[src/rtl/mod1601_pkg.sv]
// Shared constants, types and FSM encoding for the GF(1601) inverter.
package mod1601_pkg;
  localparam int unsigned Q  = 1601;
  localparam int unsigned W  = 11;
  localparam int unsigned E  = 1599;
  localparam int unsigned MU = 2619;
  localparam int unsigned TW = 2*W + 1;

  typedef logic [W-1:0]   res_t;
  typedef logic [2*W-1:0] prod_t;
  typedef logic [TW-1:0]  wide_t;

  typedef enum logic [1:0] {IDLE, SQR, MUL, DONE} state_t;

  localparam res_t E_BITS = res_t'(E);
endpackage

[src/rtl/mod1601_mul.sv]
// Combinational x*y mod 1601: 11x11 multiply, Barrett estimate, two corrections.
module mod1601_mul
  import mod1601_pkg::*;
(
  input  logic [W-1:0] x,
  input  logic [W-1:0] y,
  output logic [W-1:0] r
);
  prod_t p;
  wide_t t_full;
  logic [TW-W-1:0] t;
  prod_t tq;
  prod_t r0;
  prod_t r1;
  prod_t r2;

  always_comb begin
    p      = prod_t'(x) * prod_t'(y);
    t_full = wide_t'(p[2*W-1:W]) * wide_t'(MU);
    t      = t_full[TW-1:W];
    tq     = prod_t'(t) * prod_t'(Q);
    r0     = p - tq;
    // The truncated quotient undershoots by at most two multiples of Q.
    r1     = (r0 >= prod_t'(Q)) ? r0 - prod_t'(Q) : r0;
    r2     = (r1 >= prod_t'(Q)) ? r1 - prod_t'(Q) : r1;
    r      = r2[W-1:0];
  end
endmodule

[src/rtl/mod1601_inv.sv]
// Constant-time a^(Q-2) mod 1601 via MSB-first square-and-multiply; 22 cycles from accept to out_valid.
module mod1601_inv
  import mod1601_pkg::*;
(
  input  logic         clk,
  input  logic         rst_n,
  input  logic         in_valid,
  output logic         in_ready,
  input  logic [W-1:0] in_a,
  output logic         out_valid,
  input  logic         out_ready,
  output logic [W-1:0] out_r,
  output logic         out_err
);
  state_t     state;
  res_t       acc;
  res_t       base;
  logic [3:0] idx;
  res_t       mul_y;
  res_t       mul_r;

  // The multiply by 1 on a clear exponent bit keeps the schedule data-independent.
  always_comb begin
    mul_y = acc;
    if (state == MUL) mul_y = E_BITS[idx] ? base : res_t'(1);
  end

  mod1601_mul u_mul (
    .x (acc),
    .y (mul_y),
    .r (mul_r)
  );

  always_ff @(posedge clk) begin
    if (!rst_n) begin
      state     <= IDLE;
      in_ready  <= 1'b1;
      out_valid <= 1'b0;
      out_r     <= '0;
      out_err   <= 1'b0;
      acc       <= res_t'(1);
      base      <= '0;
      idx       <= 4'd0;
    end else begin
      case (state)
        IDLE: begin
          if (in_valid && in_ready) begin
            base     <= (in_a >= res_t'(Q)) ? in_a - res_t'(Q) : in_a;
            acc      <= res_t'(1);
            idx      <= 4'(W-1);
            in_ready <= 1'b0;
            state    <= SQR;
          end
        end
        SQR: begin
          acc   <= mul_r;
          state <= MUL;
        end
        MUL: begin
          acc <= mul_r;
          if (idx == 4'd0) begin
            state     <= DONE;
            out_valid <= 1'b1;
            out_r     <= mul_r;
            out_err   <= (base == '0);
          end else begin
            idx   <= idx - 4'd1;
            state <= SQR;
          end
        end
        DONE: begin
          if (out_ready) begin
            out_valid <= 1'b0;
            in_ready  <= 1'b1;
            state     <= IDLE;
          end
        end
        default: state <= IDLE;
      endcase
    end
  end
endmodule
[config.mk]
export PLATFORM = sky130hd
export DESIGN_NAME = mod1601_inv
export DESIGN_NICKNAME = d
export VERILOG_FILES = /design/src/rtl/mod1601_pkg.sv /design/src/rtl/mod1601_mul.sv /design/src/rtl/mod1601_inv.sv
export SDC_FILE = /design/constraint.sdc
export NUM_CORES = 1
export LEC_CHECK = 0
export ABC_CLOCK_PERIOD_IN_PS = 18100
export BUFFER_PORTS_ARGS = -buffer_cell sky130_fd_sc_hd__buf_2
export CAP_MARGIN = 10
export CORE_ASPECT_RATIO = 0.9
export CORE_MARGIN = 2
export CORE_UTILIZATION = 60
export CTS_CLUSTER_DIAMETER = 40
export DETAILED_ROUTE_END_ITERATION = 8
export GPL_ROUTABILITY_DRIVEN = 0
export HOLD_SLACK_MARGIN = 0.06
export PLACE_DENSITY = 0.8
export SYNTH_ARGS = -nofsm -noshare
export SYNTH_HDL_FRONTEND = slang
export SYNTH_SLANG_ARGS = --single-unit
[constraint.sdc]
create_clock -name clk -period 18.1 [get_ports clk]
set_input_delay 4.525 -clock clk [delete_from_list [all_inputs] [get_ports clk]]
set_output_delay 4.525 -clock clk [all_outputs]
set_load 0.05 [all_outputs]
Word-level counts from Yosys, hierarchy flattened:

Memories as Yosys holds them, arrays and structs flattened. A register that Yosys moved wholly into a read port is not among the register bits.
Index checks and enable logic that the tools add are counted.

* bits in registers: 42
* bits in latches: 0
* memory bits (writable): 0
* bits in read-only memories: 16
* input bits: 15
* output and inout port bits: 14
* logic and storage cells: 67
* memories: 1

* $add $sub $neg: 5
* multipliers: 3
* div/mod/pow operators: 0
* magnitude comparators: 4
* equal/unequal tests: 7
* shift-type cells: 0
* mux-type cells: 23
* bitwise logic cells: 0
* reduce and logical (&&, ||, !) cells: 16

Memory list
* (no name shown): depth 16, bits a word 1, read ports 1, clocked after Yosys merged registers in 1, wr ports 0, RTL line mod1601_inv.sv:25 `if (state == MUL) mul_y = E_BITS[idx] ? base : res_t'(1);`

Operators with widths (count)
* $mux W11: 5
* $ge A22 B11 Y1 const B: 2
* $mul A11 B12 Y23 const B: 1
* $mul A11 B11 Y22: 1
* $mul A12 B11 Y22 const B: 1
* $mux W22: 1
* $pmux W11 S2: 1
* $sub A11 B11 Y11 const B: 2
* $sub A22 B11 Y22 const B: 1
* $sub A22 B22 Y22: 1
* $mux W4: 4
* $ge A11 B11 Y1 const B: 1
* $logic_not A11 Y1: 1
* $reduce_and A3 Y1: 3
* $pmux W2 S4: 1
* $pmux W4 S2: 1
* $reduce_and A2 Y1: 4
* $reduce_bool A2 Y1: 4
* $mux W2: 3
* $ne A2 B2 Y1 const B: 3
* $lt A4 B5 Y1 const B: 1
* $mux W1: 5
* $eq A2 B2 Y1 const B: 2
* $logic_not A4 Y1: 1
* 7 further kinds: 8

Depth between registers and ports, before layout:

* depth in word-level cells: 13
* depth in mapped cells: 82
* depth with buffers taken out: 75

Cells and area by module:

From an unflattened synthesis, not the netlist that was laid out.

* cell total of the unflattened synthesis: 1496
* area total of the unflattened synthesis: 12384.4 um^2

By module, submodules not included
* mod1601_mul: instances 1, cells an instance 1209, area each 10194.8 um^2, seq. area each 0.0 um^2
* mod1601_inv: instances 1, cells an instance 287, area each 2189.6 um^2, seq. area each 860.8 um^2

Worst setup path before layout:

No wires, ideal clock.

* kind: reg2reg
* start point: register state[0]
* end point: register out_r[4]
* setup time: 0.124 ns
* arrival: 17.057 ns
* data required time: 17.976 ns
* setup slack: 0.919 ns
* stages on the path, launching flop included: 74
* buffers on the path: 6
* clock period less this slack: 17.181 ns
* path through: dfxtp_1 inv_1 ha_1 clkbuf_1 buf_1 nand3_1 o21ai_0 clkbuf_1 and2_1 fa_1 ha_1 fa_1 inv_1 fa_1 inv_1 fa_1 ha_1 inv_1 [38 not listed] a21o_1 a221o_1 or3b_1 o311a_1 or3_1 buf_2 or4_1 buf_2 o21ai_0 ha_1 nor2b_1 o21ai_0 a22oi_1 a21oi_2 buf_2 o221ai_1 xnor2_1 o21ai_0

* word-level cells in the longest chain between the ends: 10
* elaborated cells between the ends (all ways): 13
* classes of those cells: 3 x add/sub; 3 x mul; 2 x order compare; 1 x eq/ne; 3 x mux; 1 x reduce/logical

RTL lines
* from (decl): RTL line mod1601_inv.sv:15 `state_t state;`
* from (signal assigned): RTL line mod1601_inv.sv:36 `state <= IDLE;`
* from (signal assigned): RTL line mod1601_inv.sv:52 `state <= SQR;`
* from (signal assigned): RTL line mod1601_inv.sv:57 `state <= MUL;`
* $eq A2 B2 Y1 (*): RTL line mod1601_inv.sv:25, mod1601_inv.sv:45
* $mux W11: RTL line mod1601_inv.sv:25
* $mul A11 B11 Y22: RTL line mod1601_mul.sv:18 `p = prod_t'(x) * prod_t'(y);`
* $mul A11 B12 Y23: RTL line mod1601_mul.sv:19 `t_full = wide_t'(p[2*W-1:W]) * wide_t'(MU);`
* $mul A12 B11 Y22: RTL line mod1601_mul.sv:21 `tq = prod_t'(t) * prod_t'(Q);`
* $sub A22 B22 Y22: RTL line mod1601_mul.sv:22 `r0 = p - tq;`
* $sub A22 B11 Y22 / $ge A22 B11 Y1 (equally long branches): RTL line mod1601_mul.sv:24 `r1 = (r0 >= prod_t'(Q)) ? r0 - prod_t'(Q) : r0;`
* $mux W22: RTL line mod1601_mul.sv:24
* $ge A22 B11 Y1 / $sub A11 B11 Y11 (equally long branches): RTL line mod1601_mul.sv:25 `r2 = (r1 >= prod_t'(Q)) ? r1 - prod_t'(Q) : r1;`
* $mux W11: RTL line mod1601_mul.sv:25
* to (signal assigned): RTL line mod1601_inv.sv:64 `out_r <= mul_r;`
* to (decl): RTL line mod1601_inv.sv:12 `output logic [W-1:0] out_r,`

Every way passes the cells marked *; elsewhere a longest branch is shown, timed or not.
A chain may end at the register's enable or synchronous reset.

Final worst setup path:

* start point: register state[0]
* end point: register out_r[7]

Same word-level chain as after synthesis.

==> results.py <==
metrics = {
    "status": {
        "run_status": "completed",
    },
    "floorplan": {
        "dieArea_um2": 21300,
        "die_w_um": 154,
        "rows": 49,
        "fp.coreArea_um2": 19900,
        "io_pins": 29,
        "initial_core_util_pct": 60.9,
        "die_h_um": 139,
    },
    "synth": {
        "synth_top_cell_area_share_pct": 23.4,
        "synthArstFlopShare_pct": 0,
        "synth.net_count": 1849,
        "synthesis.area_um2": 12100,
        "synth_most_common_cell": "inv_1",
        "synth_ff_type": "dfxtp_1",
        "ys_seq_area_share_pct": 7.11,
        "synth_edf_count": 0,
        "synthTopCellsByArea": "ha_1 23%, fa_1 23%, inv_1 8.9%",
        "yosysTopAreaCell": "ha_1",
        "yosys-top-cells-count": "286 x inv_1, 226 x ha_1, 140 x fa_1, 109 x nand2_1, 93 x nor2_1",
        "syn_area_per_cell_um2": 8.24,
        "synth_seq_cells": 43,
        "yosys_warnings": 0,
        "syn-instance-count": 1468,
        "synth.distinct_cells": 75,
    },
    "setup_path": {
        "startpoint": "state[0]",
        "worstPathMaxFanout": 13,
        "r2r_start": "state[0]",
        "startpoint_type": "flip-flop",
        "worstPathArrival_ps": 17610,
        "cp.required_ps": 18320,
        "cp_common_cell": "fa_1",
        "path_class": "flip-flop to flip-flop",
        "critical-path-max-stage-delay_ps": 560,
        "r2r_setup_slack_ps": 710,
        "path_delay_family": "adder cells",
        "crit_path_end_kind": "flip-flop",
        "cpMaxStageDelayCell": "or4_1",
        "crit_buf_inv": 11,
    },
    "detailed_routing": {
        "vias": 10016,
        "viasPerCell": 5.72,
        "avgRoutedWirePerCell_um": 15.7,
        "route.detailed.drc": 0,
        "drtIter0Drc": 711,
        "drtPass1Iterations": 6,
        "wl_um": 27400,
        "drtAntennaViolNets": 0,
    },
    "placed_design": {
        "port_buffers": 28,
        "dp_hpwl_um": 23000,
        "place_area_um2": 12600,
        "post-place-ws_ps": -401,
    },
    "sta": {
        "fin_skew_ps": 5.51,
        "drv_slew": 0,
        "tightestPinTransition_ps": 810,
        "setup_slack_ps": 707,
        "hold_viol_final": 0,
        "slew_headroom_pct": 45.6,
        "hold_ws_ps": 453,
        "timing.fmax_mhz": 57.5,
        "period_minus_slack_ps": 17390,
        "setup_violations": 0,
        "layout_worst_path_cycle_share_pct": 96.1,
    },
    "clock_network": {
        "clk_path_buf_depth": 2,
        "cts-root-buf": "clkbuf_16",
        "htreeDepth": 2,
        "path_clk_slew_ps": 60,
        "cts_buffers": 5,
        "clock-sinks": 43,
        "cts_tree": "yes",
        "holdBufCountCts": 0,
        "clock_latency_ps": 280,
    },
    "final_layout": {
        "design_area_um2": 12900,
        "nFillCells": 1664,
        "layout-drive-gt1-share_pct": 7.48,
        "regArea_um2": 861,
        "area_delta_synth_final_pct": 6.83,
        "multi_input_area_um2": 10100,
        "nets": 1878,
        "antenna_cells": 0,
    },
    "grt": {
        "grt_pass1_vias": 9762,
        "grt_max_degree": 21,
        "overflow": 0,
        "antenna_found_initial": 0,
        "grt.total_usage_pct": 25.8,
        "grt_pass1_wl_um": 46500,
    },
    "worst_hold_path": {
        "hold_path_class": "flip-flop to flip-flop",
        "min_from": "out_err",
    },
    "flow_run": {
        "cap_violations": 0,
    },
}
==> through the flow <==
stage / cells / setup TNS [ps] / util, %
2_1_floorplan: 1468 / 0 / -
5_1_grt: 1752 / -75.4 / 65.1
3_3_place_gp: 1735 / 0 / 63.3
4_1_cts: 1742 / 0 / 64.2
3_5_place_dp: 1735 / -6440 / 63.3
6_report: 1752 / 0 / 65.1
==> cell type report <==
class,count,share of cell area (%)
clock buffer,5,0.968
clock inverter,2,0.106
inverter,286,8.31
multi-input combinational,1100,78.5
sequential,43,6.66
tap,255,2.47
timing repair buffer,61,3.01
==> state kept, by name, indices dropped and copies added (netlist names), named ones only <==
signal	cells
in_ready	1
out_err	1
out_r	11
idx	4
base	11
acc	11
out_valid	1
state	2
==> placed cells by master (no fill, tap or decap), drive strengths merged, types with 5 or more instances in the layout <==
master	count
a211oi	16
a21o	24
a21oi	67
a31oi	13
and2	34
and3	10
buf	61
clkbuf	5
dfxtp	43
fa	140
ha	226
inv	286
nand2	109
nand2b	20
nand3	37
nor2	94
nor2b	30
nor3	23
nor4	5
o211ai	11
o21a	9
o21ai	58
o21bai	10
or2	5
or3	7
xnor2	49
xor2	33
==> metal layers <==
layer / vias to the layer above / wire (um) / global-route usage (%)
li1: 4895 / - / -
met1: 4806 / 12800 / 38.2
met2: 285 / 12800 / 42.3
met3: 30 / 1520 / 3.25
met4: 0 / 253 / 2.37
met5: - / 0 / 0
==> worst reg2reg max path, delay by kind of cell, from the launching register on <==
family	cells	cell delay [ps]
simple gates	13	3370
compound gates	21	4150
buf+inv	11	1340
xor+xnor	2	340
flops	1	340
fa+ha+maj	19	7840
==> what timing repair did <==
item                       CTS  global route
gates resized for setup     10            25
pin swaps                    0             5
setup buffers                0             8
cloned                       0             1
setup endpoints to repair   22            22
==> cell families after synthesis <==
| family | after synthesis | synth area share [%] |
|---|---|---|
| AOI/OAI and AO/OA | 258 | 14.2 |
| adders and majority gates | 366 | 46.5 |
| xor gates and xnor gates | 82 | 5.94 |
| and+or+nand+nor | 389 | 15.7 |
| muxes | 4 | 0.341 |
| DFF | 43 | 7.11 |
| buffers and inverters | 326 | 10.2 |
==> path summary, 6_finish.rpt <==
| check | endpoint | depth (start not counted) |
|---|---|---|
| worst min register to register | out_err | 2 |
| worst max-delay path | out_r[7] | 66 |
| worst min-delay path | out_err | 2 |
| worst max register to register | out_r[7] | 66 |
Power is left out: the tool's default activity adds up to more than one toggle a clock period on the data nets, which glitch-free logic cannot reach.
